`src/rtl/spi_slave_param_if.sv`:
```
// Bus bundle for spi_slave_param: SPI pins, tx buffer write port and rx handshake.
interface spi_slave_param_if #(
   parameter int DATA_W = 11
);
   localparam int CNT_W = (DATA_W > 1) ? $clog2(DATA_W) : 1;

   logic              SCK;
   logic              SS_n;
   logic              SDI;
   logic              SDO;
   logic              SDO_En;
   logic [DATA_W-1:0] TxData;
   logic              TxLoad;
   logic              TxReady;
   logic [DATA_W-1:0] DataOut;
   logic              SSPIF;
   logic              RxValid;
   logic              RxAck;
   logic              Overrun;
   logic [CNT_W-1:0]  BitCnt;

   modport slave (
      input  SCK, SS_n, SDI, TxData, TxLoad, RxAck,
      output SDO, SDO_En, TxReady, DataOut, SSPIF, RxValid, Overrun, BitCnt
   );

   modport master (
      output SCK, SS_n, SDI, TxData, TxLoad, RxAck,
      input  SDO, SDO_En, TxReady, DataOut, SSPIF, RxValid, Overrun, BitCnt
   );
endinterface

```
`src/rtl/spi_slave_param.sv`:
```
// Oversampled full-duplex SPI slave, any CPOL/CPHA, configurable width and bit order,
// one-word tx buffer and valid/ack rx handshake with overrun flag.
module spi_slave_param #(
   parameter int DATA_W      = 11,
   parameter int CPOL        = 0,
   parameter int CPHA        = 0,
   parameter int MSB_FIRST   = 1,
   parameter int SYNC_STAGES = 2
) (
   input  logic             Clk,
   input  logic             Reset,
   spi_slave_param_if.slave bus
);
   localparam int CNT_W = (DATA_W > 1) ? $clog2(DATA_W) : 1;
   localparam logic [CNT_W-1:0] LAST_BIT = CNT_W'(DATA_W - 1);
   localparam logic [1:0] IDLE  = 2'd0;
   localparam logic [1:0] LOAD  = 2'd1;
   localparam logic [1:0] SHIFT = 2'd2;

   logic [1:0] rst_pipe_q;
   logic       rst_n;

   always_ff @(posedge Clk or negedge Reset) begin
      if (!Reset) rst_pipe_q <= '0;
      else        rst_pipe_q <= {rst_pipe_q[0], 1'b1};
   end
   assign rst_n = rst_pipe_q[1];

   logic [SYNC_STAGES-1:0] sck_sync_q, ss_sync_q, sdi_sync_q;
   logic sck_prev_q, ss_prev_q, sample_q, shift_q, sdi_cap_q;
   logic sck_s, ss_s, rise, fall, lead, trail;

   assign sck_s = sck_sync_q[SYNC_STAGES-1];
   assign ss_s  = ss_sync_q[SYNC_STAGES-1];
   assign rise  = sck_s & ~sck_prev_q;
   assign fall  = ~sck_s & sck_prev_q;
   assign lead  = (CPOL != 0) ? fall : rise;
   assign trail = (CPOL != 0) ? rise : fall;

   // Edge pulses and the SDI value are registered together so they stay aligned.
   always_ff @(posedge Clk or negedge rst_n) begin
      if (!rst_n) begin
         sck_sync_q <= (CPOL != 0) ? '1 : '0;
         ss_sync_q  <= '1;
         sdi_sync_q <= '0;
         sck_prev_q <= (CPOL != 0);
         ss_prev_q  <= 1'b1;
         sample_q   <= 1'b0;
         shift_q    <= 1'b0;
         sdi_cap_q  <= 1'b0;
      end else begin
         sck_sync_q <= {sck_sync_q[SYNC_STAGES-2:0], bus.SCK};
         ss_sync_q  <= {ss_sync_q[SYNC_STAGES-2:0], bus.SS_n};
         sdi_sync_q <= {sdi_sync_q[SYNC_STAGES-2:0], bus.SDI};
         sck_prev_q <= sck_s;
         ss_prev_q  <= ss_s;
         sample_q   <= (CPHA != 0) ? trail : lead;
         shift_q    <= (CPHA != 0) ? lead : trail;
         sdi_cap_q  <= sdi_sync_q[SYNC_STAGES-1];
      end
   end

   logic [1:0]        state_q, state_d;
   logic [CNT_W-1:0]  cnt_q, cnt_d;
   logic [DATA_W-1:0] rx_q, rx_d, tx_q, tx_d, buf_q, buf_d, dout_q, dout_d;
   logic              full_q, full_d, sdo_q, sdo_d, sspif_q, sspif_d;
   logic              valid_q, valid_d, ovr_q, ovr_d;
   logic              complete, reload, tx_first;
   logic [DATA_W-1:0] rx_next, load_word, tx_src, tx_adv;

   always_comb begin
      rx_next   = (MSB_FIRST != 0) ? {rx_q[DATA_W-2:0], sdi_cap_q}
                                   : {sdi_cap_q, rx_q[DATA_W-1:1]};
      complete  = (state_q == SHIFT) && !ss_s && sample_q && (cnt_q == LAST_BIT);
      reload    = (state_q == LOAD) || complete;
      load_word = full_q ? buf_q : '0;
      // tx_q holds only bits not yet driven onto SDO; presenting a bit pops it.
      tx_src    = (state_q == LOAD) ? load_word : tx_q;
      tx_first  = (MSB_FIRST != 0) ? tx_src[DATA_W-1] : tx_src[0];
      tx_adv    = (MSB_FIRST != 0) ? {tx_src[DATA_W-2:0], 1'b0}
                                   : {1'b0, tx_src[DATA_W-1:1]};

      state_d = state_q;
      cnt_d   = cnt_q;
      rx_d    = rx_q;
      tx_d    = tx_q;
      sdo_d   = sdo_q;
      dout_d  = complete ? rx_next : dout_q;
      sspif_d = complete;
      valid_d = complete | (valid_q & ~bus.RxAck);
      ovr_d   = bus.RxAck ? 1'b0 : (ovr_q | (complete & valid_q));
      buf_d   = buf_q;
      full_d  = full_q;

      case (state_q)
         IDLE: begin
            cnt_d = '0;
            rx_d  = '0;
            if (!ss_s && ss_prev_q) state_d = LOAD;
         end
         LOAD: begin
            if (CPHA == 0) begin
               sdo_d = tx_first;
               tx_d  = tx_adv;
            end else begin
               tx_d  = load_word;
            end
            state_d = ss_s ? IDLE : SHIFT;
         end
         SHIFT: begin
            if (ss_s) begin
               state_d = IDLE;
               cnt_d   = '0;
               rx_d    = '0;
            end else begin
               if (sample_q) begin
                  if (complete) begin
                     cnt_d = '0;
                     rx_d  = '0;
                     tx_d  = load_word;
                  end else begin
                     cnt_d = cnt_q + 1'b1;
                     rx_d  = rx_next;
                  end
               end
               if (shift_q) begin
                  sdo_d = tx_first;
                  tx_d  = tx_adv;
               end
            end
         end
         default: state_d = IDLE;
      endcase

      if (reload && full_q) full_d = 1'b0;
      else if (bus.TxLoad && !full_q) begin
         buf_d  = bus.TxData;
         full_d = 1'b1;
      end
   end

   always_ff @(posedge Clk or negedge rst_n) begin
      if (!rst_n) begin
         state_q <= IDLE;
         cnt_q   <= '0;
         rx_q    <= '0;
         tx_q    <= '0;
         buf_q   <= '0;
         dout_q  <= '0;
         full_q  <= 1'b0;
         sdo_q   <= 1'b0;
         sspif_q <= 1'b0;
         valid_q <= 1'b0;
         ovr_q   <= 1'b0;
      end else begin
         state_q <= state_d;
         cnt_q   <= cnt_d;
         rx_q    <= rx_d;
         tx_q    <= tx_d;
         buf_q   <= buf_d;
         dout_q  <= dout_d;
         full_q  <= full_d;
         sdo_q   <= sdo_d;
         sspif_q <= sspif_d;
         valid_q <= valid_d;
         ovr_q   <= ovr_d;
      end
   end

   assign bus.SDO     = sdo_q;
   assign bus.SDO_En  = (state_q != IDLE);
   assign bus.TxReady = ~full_q;
   assign bus.DataOut = dout_q;
   assign bus.SSPIF   = sspif_q;
   assign bus.RxValid = valid_q;
   assign bus.Overrun = ovr_q;
   assign bus.BitCnt  = cnt_q;
endmodule
```
`src/flat_wrapper.sv`:
```
// flat-port wrapper written by rule: the top's interface ports become plain ports
module spi_slave_param_flat 
#(
   parameter int DATA_W      = 11,
   parameter int CPOL        = 0,
   parameter int CPHA        = 0,
   parameter int MSB_FIRST   = 1,
   parameter int SYNC_STAGES = 2
)
  (Clk, Reset, bus_SCK, bus_SS_n, bus_SDI, bus_TxData, bus_TxLoad, bus_RxAck, bus_SDO, bus_SDO_En, bus_TxReady, bus_DataOut, bus_SSPIF, bus_RxValid, bus_Overrun, bus_BitCnt);
  spi_slave_param_if #(.DATA_W(DATA_W)) bus_i ();
  input  logic Clk;
  input  logic Reset;
  input wire logic [$bits(bus_i.SCK)-1:0] bus_SCK;
  input wire logic [$bits(bus_i.SS_n)-1:0] bus_SS_n;
  input wire logic [$bits(bus_i.SDI)-1:0] bus_SDI;
  input wire logic [$bits(bus_i.TxData)-1:0] bus_TxData;
  input wire logic [$bits(bus_i.TxLoad)-1:0] bus_TxLoad;
  input wire logic [$bits(bus_i.RxAck)-1:0] bus_RxAck;
  output wire logic [$bits(bus_i.SDO)-1:0] bus_SDO;
  output wire logic [$bits(bus_i.SDO_En)-1:0] bus_SDO_En;
  output wire logic [$bits(bus_i.TxReady)-1:0] bus_TxReady;
  output wire logic [$bits(bus_i.DataOut)-1:0] bus_DataOut;
  output wire logic [$bits(bus_i.SSPIF)-1:0] bus_SSPIF;
  output wire logic [$bits(bus_i.RxValid)-1:0] bus_RxValid;
  output wire logic [$bits(bus_i.Overrun)-1:0] bus_Overrun;
  output wire logic [$bits(bus_i.BitCnt)-1:0] bus_BitCnt;
  assign bus_i.SCK = bus_SCK;
  assign bus_i.SS_n = bus_SS_n;
  assign bus_i.SDI = bus_SDI;
  assign bus_i.TxData = bus_TxData;
  assign bus_i.TxLoad = bus_TxLoad;
  assign bus_i.RxAck = bus_RxAck;
  assign bus_SDO = bus_i.SDO;
  assign bus_SDO_En = bus_i.SDO_En;
  assign bus_TxReady = bus_i.TxReady;
  assign bus_DataOut = bus_i.DataOut;
  assign bus_SSPIF = bus_i.SSPIF;
  assign bus_RxValid = bus_i.RxValid;
  assign bus_Overrun = bus_i.Overrun;
  assign bus_BitCnt = bus_i.BitCnt;
  spi_slave_param #(.DATA_W(DATA_W), .CPOL(CPOL), .CPHA(CPHA), .MSB_FIRST(MSB_FIRST), .SYNC_STAGES(SYNC_STAGES)) u_core (.Clk(Clk), .Reset(Reset), .bus(bus_i));
endmodule
```
`config.mk`:
```
export PLATFORM = sky130hd
export DESIGN_NAME = spi_slave_param_flat
export DESIGN_NICKNAME = d
export VERILOG_FILES = /design/src/rtl/spi_slave_param_if.sv /design/src/rtl/spi_slave_param.sv /design/src/flat_wrapper.sv
export SDC_FILE = /design/constraint.sdc
export NUM_CORES = 1
export LEC_CHECK = 0
export CAP_MARGIN = 20
export CORE_MARGIN = 2
export CORE_UTILIZATION = 43
export CTS_CLUSTER_SIZE = 24
export DETAILED_ROUTE_END_ITERATION = 12
export PLACE_DENSITY = 0.64
export SLEW_MARGIN = 20
export SYNTH_ARGS = -nofsm -noshare
export SYNTH_HDL_FRONTEND = slang
export SYNTH_SLANG_ARGS = --single-unit
```
`constraint.sdc`:
```
create_clock -name Clk -period 2.1 [get_ports Clk]
set_input_delay 0.42 -clock Clk [delete_from_list [all_inputs] [get_ports Clk]]
set_output_delay 0.42 -clock Clk [all_outputs]
set_load 0.01 [all_outputs]
```
Word-level counts from Yosys, hierarchy flattened
Cells that the tools add are included.
{"block": "word_totals", "elab_cells": 86, "ff_bits": 67, "in_bits": 18}
{"block": "classes", "n_eq_ne": 10, "n_bitwise": 11, "n_mux": 25, "n_reduce_logical": 19, "add_sub_neg": 1}
{"cell": "two-way mux 11 bit", "count": 6}
{"cell": "two-way mux 10 bit", "count": 3}
{"cell": "one-hot mux 11 bit (2 select lines)", "count": 1}
{"cell": "one-hot mux 10 bit (2 select lines)", "count": 1}
{"cell": "two-way mux 4 bit", "count": 3}
{"cell": "inequality test 3 x 1 -> 1 bit, second input constant", "count": 3}
{"cell": "one-hot mux 4 bit (2 select lines)", "count": 1}
{"cell": "nonzero test 2 bit", "count": 4}
{"cell": "logical AND 1 bit", "count": 6}
{"cell": "two-way mux 2 bit", "count": 3}
{"cell": "inequality test 2 x 1 -> 1 bit, second input constant", "count": 3}
{"cell": "one-hot mux 2 bit (3 select lines)", "count": 1}
{"cell": "AND reduction 2 bit", "count": 3}
{"cell": "two-way mux 1 bit", "count": 5}
{"cell": "inverter 1 bit", "count": 5}
{"cell": "adder 4 x 1 -> 4 bit, second input constant", "count": 1}
{"cell": "bitwise AND 1 bit", "count": 4}
{"cell": "equality test 4 bit, second input constant", "count": 1}
{"cell": "AND reduction 4 bit", "count": 1}
{"cell": "AND reduction 3 bit", "count": 1}
{"cell": "equality test 2 x 1 -> 1 bit, second input constant", "count": 1}
{"cell": "equality test 2 bit, second input constant", "count": 1}
{"cell": "zero test 1 bit", "count": 2}
{"cell": "zero test 2 bit", "count": 1}
{"cell": "4 further kinds", "count": 5}

Logic depth before layout (Yosys ltp)
Gate-level depths: netlist of run 1.
{"block": "depth", "word_depth": 9, "mapped_depth": 7, "ltp_nobuf": 6}

Worst setup path before layout of run 1
No wires, ideal clock.
{"block": "synth_timing", "path_type": "register to register", "startpoint": "register u_core.state_q[0]", "endpoint": "register u_core.tx_q[10]", "setup_slack_ns": 0.511, "setup_ns": 0.131, "arrival_ns": 1.459, "path_stages_with_launch": 8, "required_ns": 1.969, "path_buffers": 2, "path_cell_list": "dfrtp_1 > inv_1 > ha_1 > buf_2 > and2b_1 > buf_2 > a211oi_1 > o31ai_2"}
{"block": "synth_via", "elab_chain_cells": 6}
{"item": "start, declared", "line_no": "spi_slave_param.sv:63", "source": "logic [1:0] state_q, state_d;"}
{"item": "start signal, assigned", "line_no": "spi_slave_param.sv:156", "source": "state_q <= state_d;"}
{"item": "equality test 2 bit", "line_no": "spi_slave_param.sv:74, spi_slave_param.sv:95"}
{"item": "logical AND 1 bit (3 in series)", "line_no": "spi_slave_param.sv:74", "source": "complete = (state_q == SHIFT) && !ss_s && sample_q && (cnt_q == LAST_BIT);"}
{"item": "inequality test 3 x 1 -> 1 bit (no source line)"}
{"item": "AND reduction 4 bit (no source line)"}
{"item": "end signal, assigned", "line_no": "spi_slave_param.sv:159", "source": "tx_q <= tx_d;"}
{"item": "end, declared", "line_no": "spi_slave_param.sv:65", "source": "logic [DATA_W-1:0] rx_q, rx_d, tx_q, tx_d, buf_q, buf_d, dout_q, dout_d;"}
Several ways; a longest one is shown, not always the timed one. The select of a mux whose other input is x is not followed.
A chain may end at the register's enable or synchronous reset.

Worst setup path after layout of run 1
{"block": "layout_timing", "startpoint": "register u_core.state_q[0]", "endpoint": "output port bus_SDO_En"}
{"block": "layout_via", "elab_chain_cells": 1}
{"item": "nonzero test 2 bit", "line_no": "spi_slave_param.sv:171", "source": "assign bus.SDO_En = (state_q != IDLE);"}
{"item": "end, declared", "line_no": "flat_wrapper.sv:21", "source": "output wire logic [$bits(bus_i.SDO_En)-1:0] bus_SDO_En;"}
Every way passes these cells.

==> results.yml, run 1 <==
sta:
  final_period_minus_worst_setup_slack_ns: 1.87
  grt_setup_unrepaired: "no"
  final_min_period_over_clock_period: 0.892
  report.final.setup_viol: 0
  relSlewSlack: 0.647
  fin_setup_tns_ns: 0
  fin_worst_skew_ns: 0.00792
  worst_slack_ns: 0.226
  maxSlewViolCount: 0
  achievable-frequency_mhz: 534
  tightestPinTransition_ns: 0.530
  count_of_final_hold_check_violations: 0
logic_synthesis:
  ys_top_cells_by_area: "sky130_fd_sc_hd__dfrtp_1 55%, sky130_fd_sc_hd__mux2_2 5.7%, sky130_fd_sc_hd__o31ai_2 4.3%"
  synthArstFlopShare: 1.00
  netlist.area_leader.share: 0.545
  synth.yosys.warnings: 0
  synth_sequential_area_ratio: 0.572
  syn_nets: 251
  netlist_instances: 228
  postSynthAreaPerCell_um2: 12.9
  total_of_flip_flops_plus_latches_after_synthesis: 67
  synth.top_cells.by_count: "64 x sky130_fd_sc_hd__dfrtp_1, 15 x sky130_fd_sc_hd__mux2_2, 11 x sky130_fd_sc_hd__a21oi_1, 11 x sky130_fd_sc_hd__a22o_1"
  synthMostInstantiatedCell: "sky130_fd_sc_hd__dfrtp_1"
  netlist.top_cell.by_area: "sky130_fd_sc_hd__dfrtp_1"
  synth_top_flop_cell: "sky130_fd_sc_hd__dfrtp_1"
  synth_cell_types: 42
  synthesis.area_um2: 2940
  synth_edf_count: 0
final_layout:
  finish.net_count: 296
  final_util: 0.538
  antenna-diode-count: 0
  area.growth.synth_to_final_pct: 23.1
  layout-drive-gt1-share: 0.219
place:
  gpl.final_weighted_congestion: 0.764
  buffer_ports.inserted: 38
  dp_worst_setup_slack_ns: 0.149
  detailedPlacementHpwl_um: 3860
drt:
  postRouteAntennaNets: 0
  total_number_of_vias: 1981
  remaining_drc_errors: 0
  postRouteWirelength_um: 5910
  detail_route.first_pass.iterations: 4
  drt_iter0_markers: 102
  detail_routed_net_length_per_standard_cell_um: 16.5
  post_dr_vias_cell: 5.53
die:
  effective_utilization_at_floorplan: 0.437
  die_width_um: 86.7
  fp.dieArea_um2: 7510
  fp.coreArea_um2: 6720
  row_cnt: 30
  io-pin-count: 39
  die_y_um: 86.7
power:
  vdd_drop_max_v: 0.000471
  powerDensity_nw_per_um2: 1100
  total_leakage_power_nw: 1.62
critical_path:
  worstPathMaxFanout: 4
  r2r_slack_ns: 0.24
  end_kind: "output port"
  worstReg2RegEnd: "u_core.bus.DataOut[4]"
  worst_path_most_repeated_cell: "sky130_fd_sc_hd__inv_1"
  worst_path_buffer_plus_inverter_count: 3
  timing_worst_setup_path_type: "flip-flop to output port"
  path_cells: "inv_1 > ha_1 > inv_1 > dlygate4sd2_1"
  critical-path-top-delay-family: "buffers and inverters"
  critical_path.reg2reg.startpoint: "u_core.state_q[0]"
  timing.critical_path.arrival_ns: 1.45
  timing.critical_path.from_type: "flip-flop"
  cp_slowest_cell: "sky130_fd_sc_hd__dfrtp_1"
  timing.critical_path.required_ns: 1.68
  timing.reg2reg.worst_path_depth: 6
  cp_slowest_stage_delay_ns: 0.40
global_routing:
  grt_first_pass_wirelength_um: 10100
  grt_start_max_net_pins: 44
  groute.usage.overall: 0.174
  gr-total-overflow: 0
  number_of_global_route_vias_before_repair: 2028
  antenna_violations_before_repair: 0
clocking:
  cts-hold-fix-buffers: 0
  cts.clk_slew.worst_paths_ns: 0.07
  cts_buffers: 9
  cts_repair_resize_count: 1
  tritoncts_num_sinks: 67
  tritoncts_clock_tree: "done"
  htree_num_levels: 3
  post_cts_buffers: 0
  worst_skew_pair.late_latency_ns: 0.33
  clk_path_buf_depth: 2
  ctsRootBufferMaster: "sky130_fd_sc_hd__clkbuf_8"
run:
  timing.max_cap.violations: 0
min_path:
  hold_path.class: "input port to asynchronous set/reset pin"
status:
  result_of_the_run: "finished clean"
==> worst max-delay path by stage <==
| stage | start | endpoint | slack, ns | cells past startpoint |
|---|---|---|---|---|
| 3_3_place_gp | u_core.state_q[0] | u_core.bus.DataOut[5] | 0.22 | 6 |
| 6_report | u_core.state_q[0] | bus_SDO_En | 0.23 | 4 |
| 5_1_grt | u_core.state_q[0] | u_core.bus.DataOut[3] | 0.1 | 6 |
| 2_1_floorplan | u_core.rst_pipe_q[1] | u_core.buf_q[0] | 0.10 | 0 |
| 3_5_place_dp | u_core.state_q[0] | u_core.bus.DataOut[3] | 0.15 | 6 |
| 4_1_cts | u_core.state_q[0] | u_core.bus.DataOut[4] | 0.13 | 6 |
==> logic make-up (layout without fill, tap and decap cells) <==
logic type / after synthesis / count (layout) / share of synthesized area
other cells: 1 / 1 / 0.00128
flops: 67 / 67 / 0.572
mux: 23 / 23 / 0.0882
simple gates: 39 / 39 / 0.0856
buf+inv: 26 / 76 / 0.0434
compound gates: 67 / 67 / 0.188
fa+ha+maj: 5 / 5 / 0.0213
==> worst reg2reg max path, cell delays in order (launching register included) <==
cell	delay [ns]
sky130_fd_sc_hd__dfrtp_1	0.40
sky130_fd_sc_hd__inv_1	0.11
sky130_fd_sc_hd__ha_2	0.33
sky130_fd_sc_hd__nor2b_1	0.24
sky130_fd_sc_hd__nand2_2	0.13
sky130_fd_sc_hd__buf_4	0.20
sky130_fd_sc_hd__mux2_1	0.32
==> registers in the layout (all words and copies together), names as in the netlist, 2 cells and up <==
name / count
u_core.tx_q: 11
u_core.state_q: 2
u_core.rst_pipe_q: 2
u_core.sck_sync_q: 2
u_core.bus.BitCnt: 4
u_core.bus.DataOut: 11
u_core.rx_q: 10
u_core.sdi_sync_q: 2
u_core.buf_q: 11
u_core.ss_sync_q: 2
==> where the power goes <==
group / internal (W) / switching [W] / leakage [nW]
Sequential: 0.00153 / 0.000187 / 0.864
Clock: 0.000458 / 0.000500 / 0.0843
Combinational: 0.000615 / 0.000703 / 0.674
==> layer usage <==
layer / part of all wire / up-vias / wire [um] / GRT usage
met5: 0 / - / 0 / 0
met4: 0.013 / 0 / 79 / 0.0639
met3: 0.049 / 7 / 292 / 0.0476
met2: 0.47 / 42 / 2750 / 0.262
met1: 0.47 / 990 / 2790 / 0.242
li1: - / 942 / - / -
==> stage by stage <==
stage	hold slack (ns)	power, W	std cells	area, um^2
finish	0.240	0.00399	358	3620
global route	0.225	0.00425	358	3620
CTS	0.228	0.00402	358	3610
detailed placement	0.273	0.00306	342	3440
global placement	0.272	0.00304	342	3440
floorplan	0.124	0.00267	228	2940
==> cell usage in the layout (no fill, tap or decap), types with 2 or more instances in the layout <==
master,n
sky130_fd_sc_hd__o31ai_2,10
sky130_fd_sc_hd__nand2b_1,5
sky130_fd_sc_hd__nand4b_1,2
sky130_fd_sc_hd__mux2_1,8
sky130_fd_sc_hd__nor2b_1,7
sky130_fd_sc_hd__dfrtp_1,63
sky130_fd_sc_hd__nand3_1,4
sky130_fd_sc_hd__dfstp_2,3
sky130_fd_sc_hd__mux2_2,15
sky130_fd_sc_hd__nor2_1,2
sky130_fd_sc_hd__o2111ai_1,10
sky130_fd_sc_hd__clkbuf_8,10
sky130_fd_sc_hd__a22o_1,11
sky130_fd_sc_hd__buf_4,12
sky130_fd_sc_hd__inv_1,9
sky130_fd_sc_hd__clkinvlp_4,3
sky130_fd_sc_hd__and4b_1,2
sky130_fd_sc_hd__a21oi_1,11
sky130_fd_sc_hd__o2bb2ai_1,2
sky130_fd_sc_hd__clkinv_2,2
sky130_fd_sc_hd__o21ai_0,3
sky130_fd_sc_hd__clkdlybuf4s50_1,37
sky130_fd_sc_hd__and3_1,10
sky130_fd_sc_hd__a211oi_1,10
sky130_fd_sc_hd__ha_1,4
==> final cells by class <==
class,count,area (um^2)
multi-input cells,135,1130
well taps,80,100
flip-flops and latches,67,1680
repair buffers,51,489
inverters,9,33.8
fillers,596,3100
clock buffers,10,138
clock inverters,6,41.3
No activity file was read; power rests on OpenSTA's default activity.
==> run 2: changes to the inputs <==
--- a/config.mk
+++ b/config.mk
@@ -6,7 +6,6 @@
 export NUM_CORES = 1
 export LEC_CHECK = 0
 export CAP_MARGIN = 20
-export CORE_MARGIN = 2
 export CORE_UTILIZATION = 43
 export CTS_CLUSTER_SIZE = 24
 export DETAILED_ROUTE_END_ITERATION = 12
@@ -15,3 +14,4 @@
 export SYNTH_ARGS = -nofsm -noshare
 export SYNTH_HDL_FRONTEND = slang
 export SYNTH_SLANG_ARGS = --single-unit
+export TNS_END_PERCENT = 100
==> constraint.sdc (replaced) <==
create_clock -name Clk -period 1.7 [get_ports Clk]
set_input_delay 0.34 -clock Clk [delete_from_list [all_inputs] [get_ports Clk]]
set_output_delay 0.34 -clock Clk [all_outputs]
set_load 0.01 [all_outputs]
==> results.yml, run 2 (synthesis gave the netlist of run 1 again) <==
status:
  result_of_the_run: "finished clean"
global_routing:
  antenna_violations_before_repair: 0
  gr-total-overflow: 0
  groute.usage.overall: 0.189
  grt_start_max_net_pins: 41
  number_of_global_route_vias_before_repair: 2173
  grt_first_pass_wirelength_um: 10400
final_layout:
  layout_commonest_cell: "sky130_fd_sc_hd__dfrtp_1"
  area.growth.synth_to_final_pct: 37.0
  most_used_cells_in_the_layout_excluding_fill_and_tap_cells: "62 x sky130_fd_sc_hd__dfrtp_1, 33 x sky130_fd_sc_hd__clkdlybuf4s50_1, 31 x sky130_fd_sc_hd__buf_4"
  layout-drive-gt1-share: 0.359
  antenna-diode-count: 0
  finish.net_count: 319
  final_cells: 378
critical_path:
  cp_slowest_stage_delay_ns: 0.38
  end_kind: "flip-flop"
  worst_setup_path_startpoint: "u_core.state_q[1]"
  timing.critical_path.from_type: "flip-flop"
  cp_slowest_cell: "sky130_fd_sc_hd__dfrtp_1"
  timing.critical_path.arrival_ns: 1.88
  path_cells: "buf_4 > ha_4 > buf_6 > and2b_1 > buf_4 > a211oi_2 > o31ai_4"
  r2r_slack_ns: 0.04
  timing_worst_setup_path_type: "flip-flop to flip-flop"
  timing.critical_path.required_ns: 1.92
  worst_path_most_repeated_cell: "sky130_fd_sc_hd__buf_4"
  critical_path.reg2reg.startpoint: "u_core.state_q[1]"
  worstPathMaxFanout: 9
clocking:
  ctsRootBufferMaster: "sky130_fd_sc_hd__clkbuf_8"
  clk_path_buf_depth: 2
  cts.clk_slew.worst_paths_ns: 0.09
  cts_buffers: 9
  htree_num_levels: 3
  cts-hold-fix-buffers: 0
  tritoncts_num_sinks: 67
  tritoncts_clock_tree: "done"
  worst_skew_pair.late_latency_ns: 0.35
die:
  fp.coreArea_um2: 6460
  row_cnt: 29
  die_y_um: 84.7
  die_width_um: 84.7
  effective_utilization_at_floorplan: 0.455
  io-pin-count: 39
  fp.dieArea_um2: 7170
drt:
  drt_iter0_markers: 135
  postRouteAntennaNets: 0
  remaining_drc_errors: 0
  detail_routed_net_length_per_standard_cell_um: 16.8
  detail_route.first_pass.iterations: 6
  post_dr_vias_cell: 5.65
  postRouteWirelength_um: 6330
  total_number_of_vias: 2136
place:
  detailedPlacementHpwl_um: 4130
  gpl.final_weighted_congestion: 0.831
  place_inst: 356
  dp_worst_setup_slack_ns: 0.00266
  buffer_ports.inserted: 38
sta:
  grt_setup_unrepaired: "yes"
  achievable-frequency_mhz: 601
  maxSlewViolCount: 0
  worst_slack_ns: 0.0373
  report.final.setup_viol: 0
  fin_worst_skew_ns: 0.00902
  final_min_period_over_clock_period: 0.978
  count_of_final_hold_check_violations: 0
  final_period_minus_worst_setup_slack_ns: 1.66
power:
  total_leakage_power_nw: 1.82
  powerDensity_nw_per_um2: 1480
  vdd_drop_max_v: 0.000886
run:
  timing.max_cap.violations: 0
min_path:
  hold_path.class: "input port to asynchronous set/reset pin"
==> run 2: cell types whose count changed in the layout (fill, tap and decap cells not counted), moves of 3 or more <==
| cell | delta |
|---|---|
| sky130_fd_sc_hd__buf_4 | +19 |
| sky130_fd_sc_hd__a211oi_1 | -10 |
| sky130_fd_sc_hd__o31ai_2 | -9 |
| sky130_fd_sc_hd__o31ai_4 | +9 |
| sky130_fd_sc_hd__a211oi_2 | +8 |
| sky130_fd_sc_hd__clkdlybuf4s50_1 | -4 |
| sky130_fd_sc_hd__buf_6 | +3 |
| sky130_fd_sc_hd__ha_1 | -3 |
| sky130_fd_sc_hd__ha_4 | +3 |
| sky130_fd_sc_hd__inv_1 | -3 |
| sky130_fd_sc_hd__inv_6 | +3 |
| sky130_fd_sc_hd__inv_8 | +3 |
| sky130_fd_sc_hd__nand2b_1 | -3 |
==> run 2: through the flow <==
step | utilization | TNS, ns | hold slack [ns] | instance area (um^2) | power (W)
floorplan | - | 0 | 0.0444 | 2940 | 0.00329
finish | 0.623 | 0 | 0.138 | 4030 | 0.00595
global placement | 0.551 | 0 | 0.270 | 3560 | 0.00399
detailed placement | 0.551 | 0 | 0.275 | 3560 | 0.00402
CTS | 0.585 | 0 | 0.118 | 3780 | 0.00541
global route | 0.623 | -0.234 | 0.123 | 4030 | 0.00633
==> run 2: timing repair <==
| action | CTS | global route |
|---|---|---|
| gates resized for setup | 13 | 36 |
| cloned | 0 | 0 |
| buffers inserted | 2 | 4 |
| pin swaps | 0 | 4 |
| endpoints found under the setup margin | 22 | 29 |
==> run 2: final cells by class <==
| cell class | instances | area [um^2] |
|---|---|---|
| clock buffers | 9 | 124 |
| well taps | 77 | 96.3 |
| multi-input cells | 135 | 1340 |
| clock inverters | 7 | 76.3 |
| inverters | 9 | 37.5 |
| flip-flops and latches | 67 | 1680 |
| fillers | 537 | 2430 |
| repair buffers | 74 | 668 |
==> run 2: routing by layer <==
metal	routed length [um]	part of all wire	global-route usage	vias up
li1	-	-	-	992
met1	2980	0.47	0.258	1078
met2	2960	0.47	0.285	58
met3	314	0.050	0.0580	8
met4	84	0.013	0.0693	0
met5	0	0	0	-
==> run 2: worst paths after layout <==
| kind | to | cells past startpoint |
|---|---|---|
| max | u_core.tx_q[9] | 7 |
| min in group Clk | u_core.rst_pipe_q[1] | 0 |
| min | u_core.rst_pipe_q[1] | 1 |
| max reg2reg | u_core.tx_q[9] | 7 |
| max in group asynchronous | u_core.ss_sync_q[1] | 1 |
| min reg2reg | u_core.sck_sync_q[0] | 1 |
==> run 2: worst max-delay path, delay by kind of cell (launching register included) <==
kind	cells	cell delay, ns
and+or+nand+nor	1	0.17
AOI/OAI and AO/OA	2	0.39
adders and majority gates	1	0.17
buffers and inverters	3	0.44
DFF	1	0.38
==> run 2: where the power goes <==
group	internal (W)	switching [W]	leakage (nW)
sequential	0.00189	0.000238	0.863
clock	0.000587	0.000724	0.103
combinational	0.00127	0.00124	0.852
total	0.00375	0.00221	1.82
==> run 3: changes to the inputs <==
--- a/config.mk
+++ b/config.mk
@@ -6,6 +6,7 @@
 export NUM_CORES = 1
 export LEC_CHECK = 0
 export CAP_MARGIN = 20
+export CORE_MARGIN = 5
 export CORE_UTILIZATION = 43
 export CTS_CLUSTER_SIZE = 24
 export DETAILED_ROUTE_END_ITERATION = 12
==> results.yml, run 3 (synthesis gave the netlist of run 1 again) <==
die:
  io-pin-count: 39
  die_width_um: 92.7
  fp.coreArea_um2: 6720
  fp.dieArea_um2: 8580
  row_cnt: 30
  die_y_um: 92.7
  effective_utilization_at_floorplan: 0.437
place:
  detailedPlacementHpwl_um: 4130
  place_inst: 360
  buffer_ports.inserted: 38
  gpl.final_weighted_congestion: 0.788
final_layout:
  layout-drive-gt1-share: 0.382
  area.growth.synth_to_final_pct: 39.5
  final_cells: 384
  final.fill_count: 526
  antenna-diode-count: 0
  most_used_cells_in_the_layout_excluding_fill_and_tap_cells: "63 x sky130_fd_sc_hd__dfrtp_1, 33 x sky130_fd_sc_hd__clkdlybuf4s50_1, 33 x sky130_fd_sc_hd__buf_4"
  layout_commonest_cell: "sky130_fd_sc_hd__dfrtp_1"
  final_util: 0.610
  finish.net_count: 322
clocking:
  cts-hold-fix-buffers: 0
  cts_buffers: 9
  ctsRootBufferMaster: "sky130_fd_sc_hd__clkbuf_8"
  tritoncts_clock_tree: "done"
  worst_skew_pair.late_latency_ns: 0.34
  cts.clk_slew.worst_paths_ns: 0.08
  clk_path_buf_depth: 2
  htree_num_levels: 3
  tritoncts_num_sinks: 67
critical_path:
  timing.critical_path.from_type: "flip-flop"
  worstPathMaxFanout: 8
  timing.critical_path.arrival_ns: 1.91
  timing_worst_setup_path_type: "flip-flop to flip-flop"
  timing.critical_path.required_ns: 1.91
  end_kind: "flip-flop"
power:
  seq_power_share: 0.353
  share_clk_of_total_power: 0.247
  power.share.combinational: 0.400
  internal-power_w: 0.00396
  total_leakage_power_nw: 1.83
  powerDensity_nw_per_um2: 1480
  vdd_drop_max_v: 0.000808
  switching_share: 0.346
  power.switching_w: 0.00209
drt:
  postRouteWirelength_um: 6580
  drt_iter0_markers: 159
  post_dr_vias_cell: 5.55
  total_number_of_vias: 2133
  remaining_drc_errors: 0
  detail_route.first_pass.iterations: 4
  detail_routed_net_length_per_standard_cell_um: 17.1
  postRouteAntennaNets: 0
global_routing:
  groute.usage.overall: 0.159
  number_of_global_route_vias_before_repair: 2136
  grt_start_max_net_pins: 66
  antenna_violations_before_repair: 0
  gr-total-overflow: 0
  grt_first_pass_wirelength_um: 10700
sta:
  grt_setup_unrepaired: "yes"
  final_period_minus_worst_setup_slack_ns: 1.70
  achievable-frequency_mhz: 589
  fin_worst_skew_ns: 0.00968
  fin_setup_tns_ns: 0
  count_of_final_hold_check_violations: 0
  final_min_period_over_clock_period: 0.999
  worst_hold_slack_ns: 0.162
  report.final.setup_viol: 0
  maxSlewViolCount: 0
min_path:
  hold_path.class: "input port to asynchronous set/reset pin"
status:
  result_of_the_run: "finished clean"
run:
  timing.max_cap.violations: 0
## run 3: area by class of cell
cell class	instances	area, um^2	share of cell area
clock inverters	7	100	0.0244
clock buffers	9	124	0.0302
multi-input cells	135	1340	0.327
well taps	80	100	0.0244
flip-flops and latches	67	1680	0.410
inverters	9	37.5	0.00916
repair buffers	77	716	0.175
## run 3: through the flow
step | power (W) | setup slack (ns) | instance area (um^2)
finish | 0.00605 | 0.00199 | 4100
floorplan | 0.00329 | 0.111 | 2940
CTS | 0.00557 | 0.0101 | 3840
global placement | 0.00400 | 0.0161 | 3600
detailed placement | 0.00403 | 0.0344 | 3600
global route | 0.00639 | -0.0969 | 4100
## run 3: power by group through the flow
stage | clock, W | combinational (W) | sequential [W]
after floorplan | 0 | 0.00121 | 0.00208
final | 0.00149 | 0.00242 | 0.00213
after global routing | 0.00159 | 0.00263 | 0.00217
after global placement | 0 | 0.00188 | 0.00212
after CTS | 0.00152 | 0.00196 | 0.00209
after detailed placement | 0 | 0.00191 | 0.00212
## run 3: critical path: stages, from the launching register on
cell and delay [ns]:
sky130_fd_sc_hd__dfrtp_1 0.39, sky130_fd_sc_hd__buf_4 0.14, sky130_fd_sc_hd__ha_4 0.18, sky130_fd_sc_hd__buf_4 0.14
sky130_fd_sc_hd__and2b_1 0.16, sky130_fd_sc_hd__buf_4 0.17, sky130_fd_sc_hd__a211oi_2 0.30, sky130_fd_sc_hd__o31ai_4 0.10
## run 3: per-layer routing
layer | GRT usage | share of wire
met1 | 0.223 | 0.46
met2 | 0.241 | 0.47
met3 | 0.0496 | 0.050
met4 | 0.0379 | 0.012
met5 | 0 | 0
## run 3: final timing paths
path	from	to	slack, ns	cells after the start
max	u_core.state_q[1]	u_core.tx_q[7]	0.002	7
min	Reset	u_core.rst_pipe_q[0]	0.16	1
max reg2reg	u_core.state_q[1]	u_core.tx_q[7]	0.002	7
min reg2reg	u_core.rst_pipe_q[1]	u_core.buf_q[4]	0.27	1
max in group asynchronous	u_core.rst_pipe_q[1]	u_core.ss_sync_q[1]	1.11	1
min in group Clk	u_core.sdi_sync_q[1]	u_core.sdi_cap_q	0.35	0
## run 3: repair_timing
action | CTS | global route
setup buffers | 2 | 7
resized for setup | 11 | 39
gates cloned | 0 | 0
pin swaps | 0 | 4
endpoints found under the setup margin | 5 | 25
==> RTL change 1: new RTL, config.mk and constraints of run 3 <==
Take the reset off `tx_q` and load it in a clocked block of its own.
--- a/src/rtl/spi_slave_param.sv
+++ b/src/rtl/spi_slave_param.sv
@@ -146,3 +146,2 @@
          rx_q    <= '0;
-         tx_q    <= '0;
          buf_q   <= '0;
@@ -158,3 +157,2 @@
          rx_q    <= rx_d;
-         tx_q    <= tx_d;
          buf_q   <= buf_d;
@@ -167,2 +165,6 @@
       end
+   end
+
+   always_ff @(posedge Clk) begin
+      tx_q <= tx_d;
    end
Formal check against the unedited RTL: same outputs for any inputs over 10 cycles, from zero or initial values and one cycle with Reset low; that may be too few to reach the edited logic, so the function may still have changed.
==> RTL change 1 against run 3 <==
- first-iteration DRC count is 61% lower
- maximum frequency is 2.5% higher
- synthesized area is 4.1% lower
- critical path depth fell by 3
- final area down 11%
- sequential cell count stayed put
- wire length is 20% lower
- power down 16%
- worst setup slack better by 41 ps
- die area is 3.6% lower
- synthesized cell count is 12% lower
- clock power is 17% lower
- critical endpoint is now u_core.tx_q[5]
- largest cell class unchanged
- largest power group is now registers
- highest routed layer unchanged
==> RTL change 1: results (changes against run 3) <==
dpl cells=326 (was 360); cts bufs inserted=9 (unchanged); Fin Clk Skew=6.776 ps (was 9.676 ps); Post-Syn Nets=224 (was 251); post-placement cell area=3438 um2 (was 3596 um2); Clock Root Buffer=clkbuf_8 (unchanged); Final #Nets=284 (was 322); max incr delay on CP=420 ps (was 390 ps); CP top delay family=compound AO/OA/AOI/OAI gates (was buffers and inverters); CP max-delay cell=dfrtp_1 (unchanged); Synth top cells by count=53 x dfrtp_1, 16 x mux2_2 (was 64 x dfrtp_1, 15 x mux2_2, 11 x a21oi_1, 11 x a22o_1); status=finished, final reports clean (unchanged); # port buffers=38 (unchanged); htree depth=3 (unchanged); Synth async-reset ratio=83.58% (was 100.0%); sequential area share after synthesis=61.59% (was 57.20%); Worst EP arrival=1690 ps (was 1910 ps); GP Congestion=0.8208 (was 0.7884); HPWL Detailed=3674 um (was 4127 um); Mapped Avg Cell Area=14.02 um2 (was 12.89 um2); largest cells by area after synthesis=dfrtp_1 47%, edfxtp_1 12%, mux2_2 6.4% (was dfrtp_1 55%, mux2_2 5.7%, o31ai_2 4.3%); initial antenna violation count=0 (unchanged); CP Max Fanout=11 (was 8); layout cells sized above 1=29.32% (was 38.16%); Clock Tree Buf Depth=2 (unchanged); Final Instance Count excl. Fillers=343 (was 384); first-pass GRT wire length=9073 um (was 10,730 um); number of global-route vias before repair=1,824 (was 2,136); Worst Hold Class=primary input to async pin (unchanged); clock transition at the registers of the reported paths=70 ps; largest net degree at the start of global routing=27 (was 66); Max Fclk=603.6 MHz (was 588.9 MHz); router iterations before antenna repair=4 (unchanged); later-pin clock latency in the skew report=~330 ps; DR iter-0 viols=62 (was 159); VDD IR max=0.9293 mV (was 0.8078 mV); drt via density=5.204 (was 5.555); ant diodes=0 (unchanged); Post-synth EDFFs=11 (was 0); total leakage power=1.640 nW (was 1.835 nW); worst hold slack=161.9 ps (was 162.0 ps); GRT Util Overall=13.73% (was 15.89%); Yosys Warn Count=0 (unchanged); worst reg2reg setup slack=40 ps (was 2 ps); synth unique cells=39 (was 42); Fill cells=525 (was 526); pre-CTS WS=-78.46 ps (was 34.37 ps); wire per inst=15.42 um (was 17.14 um)
[RTL change 1: power breakdown]
group          internal (mW)  switching, mW
registers               2.09          0.218
clock network          0.689          0.553
logic                  0.749          0.766
total                   3.53           1.54
[RTL change 1: final cells by class]
class,count,area [um2],area share (%)
sequential,67,1739,47.72
tap,77,96.34,2.643
inverter,9,33.78,0.9269
timing repair buffer,61,570.5,15.65
clock inverter,1,5.005,0.1373
multi-input combinational,113,1013,27.81
clock buffer,15,186.4,5.115
[RTL change 1: layer usage]
metal,wire [um],vias to the layer above,GRT usage (%)
li1,-,863,-
met1,2593,882,19.10
met2,2372,30,19.41
met3,228,10,4.380
met4,96,0,6.601
met5,0,-,0
[RTL change 1: timing repair]
item | 4_1_cts | 5_1_grt
pin swaps | 0 | 0
endpoints found under the setup margin | 33 | 18
gates resized for setup | 11 | 4
hold buffers | 0 | 0
setup buffers | 1 | 0
[RTL change 1: kinds of logic after synthesis]
family | count (synthesis) | share of synthesized area, %
compound gates | 47 | 12.83
other cells | 1 | 0.1331
fa+ha+maj | 5 | 2.220
flops | 67 | 61.59
simple gates | 37 | 9.592
buf+inv | 21 | 3.641
mux | 23 | 9.991
[RTL change 1: path summary, 6_finish.rpt]
| kind | start | endpoint | cells past startpoint |
|---|---|---|---|
| worst max-delay path | u_core.state_q[1] | u_core.tx_q[5] | 4 |
| worst min-delay path | Reset | u_core.rst_pipe_q[0] | 1 |
| worst max register to register | u_core.state_q[1] | u_core.tx_q[5] | 4 |
| worst min register to register | u_core.rst_pipe_q[1] | u_core.sample_q | 0 |
| max in group asynchronous | u_core.rst_pipe_q[1] | u_core.full_q | 1 |
| min in group Clk | u_core.rst_pipe_q[0] | u_core.rst_pipe_q[1] | 0 |
==> RTL change 2: new RTL, settings of run 3 <==
Without the edit above. `CPHA` is set to 0 in 2 places; all go to 1.
--- a/src/rtl/spi_slave_param.sv
+++ b/src/rtl/spi_slave_param.sv
@@ -5,3 +5,3 @@
    parameter int CPOL        = 0,
-   parameter int CPHA        = 0,
+   parameter int CPHA        = 1,
    parameter int MSB_FIRST   = 1,
--- a/src/flat_wrapper.sv
+++ b/src/flat_wrapper.sv
@@ -5,3 +5,3 @@
    parameter int CPOL        = 0,
-   parameter int CPHA        = 0,
+   parameter int CPHA        = 1,
    parameter int MSB_FIRST   = 1,
Formal check against the unedited RTL: not equivalent (a bounded check fails within 10 cycles, from zero or initial values and one cycle with Reset low).
==> RTL change 2 against run 3 <==
- synthesized area shrank 0.34%
- power shrank 5.4%
- count of clock-buffer cells in the layout is the same
- largest power group unchanged
- sequential cell count is the same
- worst setup slack lost 25 ps
- wire length shrank 5.3%
- the flow now finishes with violations (setup timing)
- final area shrank 4.0%
==> RTL change 2: results (changes against run 3) <==
sequential cells=67 (unchanged); combinational cell power=2.28 mW (was 2.42 mW); Fin Clk Skew=10.32 ps (was 9.676 ps); reg-to-reg endpoint=u_core.rx_q[8] (was u_core.tx_q[7]); drt via density=5.266 (was 5.555); largest net degree at the start of global routing=25 (was 66); wire per inst=16.41 um (was 17.14 um); top_reg_cell synth=dfrtp_1 (unchanged); Synth top cells by count=64 x dfrtp_1, 26 x mux2_2, 13 x a31oi_1, 13 x nand2b_1, 12 x a22o_1 (was 64 x dfrtp_1, 15 x mux2_2, 11 x a21oi_1, 11 x a22o_1); Clock net power=1.29 mW (was 1.49 mW); total leakage power=1.843 nW (was 1.835 nW); Worst EP arrival=2000 ps (was 1910 ps); Post-Syn Nets=249 (was 251); Syn-to-layout area delta=34.32% (was 39.48%); pre-CTS WS=-6.418 ps (was 34.37 ps); Switching Share=32.02% (was 34.56%); GRT Util Overall=15.36% (was 15.89%); layout cells sized above 1=34.00% (was 38.16%); largest cells by area after synthesis=dfrtp_1 55%, mux2_2 10%, a22o_1 3.6% (was dfrtp_1 55%, mux2_2 5.7%, o31ai_2 4.3%); post-placement cell area=3610 um2 (was 3596 um2); Mapped Avg Cell Area=12.95 um2 (was 12.89 um2); dpl cells=358 (was 360); number of multi-input logic gates=134 (was 135); Clock-cell share=4.900% (was 5.466%); metal2 WL=2862 um (was 3126 um); met1 WL=3014 um (was 3047 um); reg2reg start=u_core.bus.BitCnt[0] (was u_core.state_q[1]); synth unique cells=38 (was 42); Data buffer area share=18.14% (was 17.47%); HPWL Detailed=4060 um (was 4127 um); Inverters=10 (was 9); VDD IR max=0.7123 mV (was 0.8078 mV); Final Instance Count excl. Fillers=380 (was 384); clkbuf count=9 (unchanged); Multi-input gate area=1206 um2 (was 1339 um2); Final #Nets=318 (was 322); WL met3=244 um (was 332 um); Setup TNS=-98.57 ps (was 0 ps); later-pin clock latency in the skew report=340 ps (about the same); Final WS setup=-23.44 ps (was 1.995 ps); failing checks=setup timing; sequential cell area share=42.79% (was 41.04%); Setup Viol. Count Final=11 (was 0); worst hold slack=156.0 ps (was 162.0 ps); DR iter-0 viols=61 (was 159); Fill cells=559 (was 526); status=complete, but fails checks (was finished, final reports clean); GP Congestion=0.7786 (was 0.7884); Clock Power Share=22.6% (was 24.7%); first-pass GRT wire length=10,110 um (was 10,730 um); Non-CTS buffers=73 (was 77)
RTL change 2: cell count changes after synthesis, moves of 8 or more:
cell / before / now
a211oi_1: 10 / 0
a21oi_1: 11 / 3
a22oi_1: 0 / 10
a31oi_1: 1 / 13
and3_1: 10 / 0
mux2_2: 15 / 26
nand2b_1: 5 / 13
o2111ai_1: 10 / 0
o31ai_2: 10 / 0
RTL change 2: what timing repair did:
item	4_1_cts	5_1_grt
endpoints found under the hold margin	0	0
gates resized for setup	7	25
cloned	0	2
setup endpoints to repair	15	40
buffers inserted	1	3
pin swaps	0	6
hold buffers	0	0
RTL change 2: metal layers:
layer,GRT usage [%],vias to the layer above
met3,4.305,9
li1,-,953
met2,22.18,33
met5,0,-
met4,7.426,0
met1,21.19,1006
RTL change 2: critical path, cell delays in order, from the launching register on:
cell	delay [ps]
dfrtp_1	370
inv_2	60
ha_4	150
and4b_2	250
buf_6	130
nor4b_4	360
buf_4	210
a22o_1	130
RTL change 2: worst max path at each step:
stage / start / to / cells after the start
global route: u_core.bus.BitCnt[0] / u_core.rx_q[8] / 7
global placement: u_core.bus.BitCnt[0] / u_core.tx_q[5] / 7
finish: u_core.bus.BitCnt[0] / u_core.rx_q[8] / 7
floorplan: u_core.bus.BitCnt[0] / u_core.bus.DataOut[4] / 8
detailed placement: u_core.bus.BitCnt[0] / u_core.tx_q[10] / 7
CTS: u_core.state_q[1] / bus_SDO_En / 4
RTL change 2: cells by family (layout without fill, tap and decap cells):
family                   after synthesis  count (layout)  synth area share (%)
flip-flops                            67              67                 57.39
AND/OR/NAND/NOR                       44              45                 9.445
multiplexers                          33              33                 13.46
other                                  1               1                0.1281
AO/OA/AOI/OAI                         50              50                 13.08
adder cells (fa/ha/maj)                5               5                 2.137
buffers and inverters                 26              99                 4.359
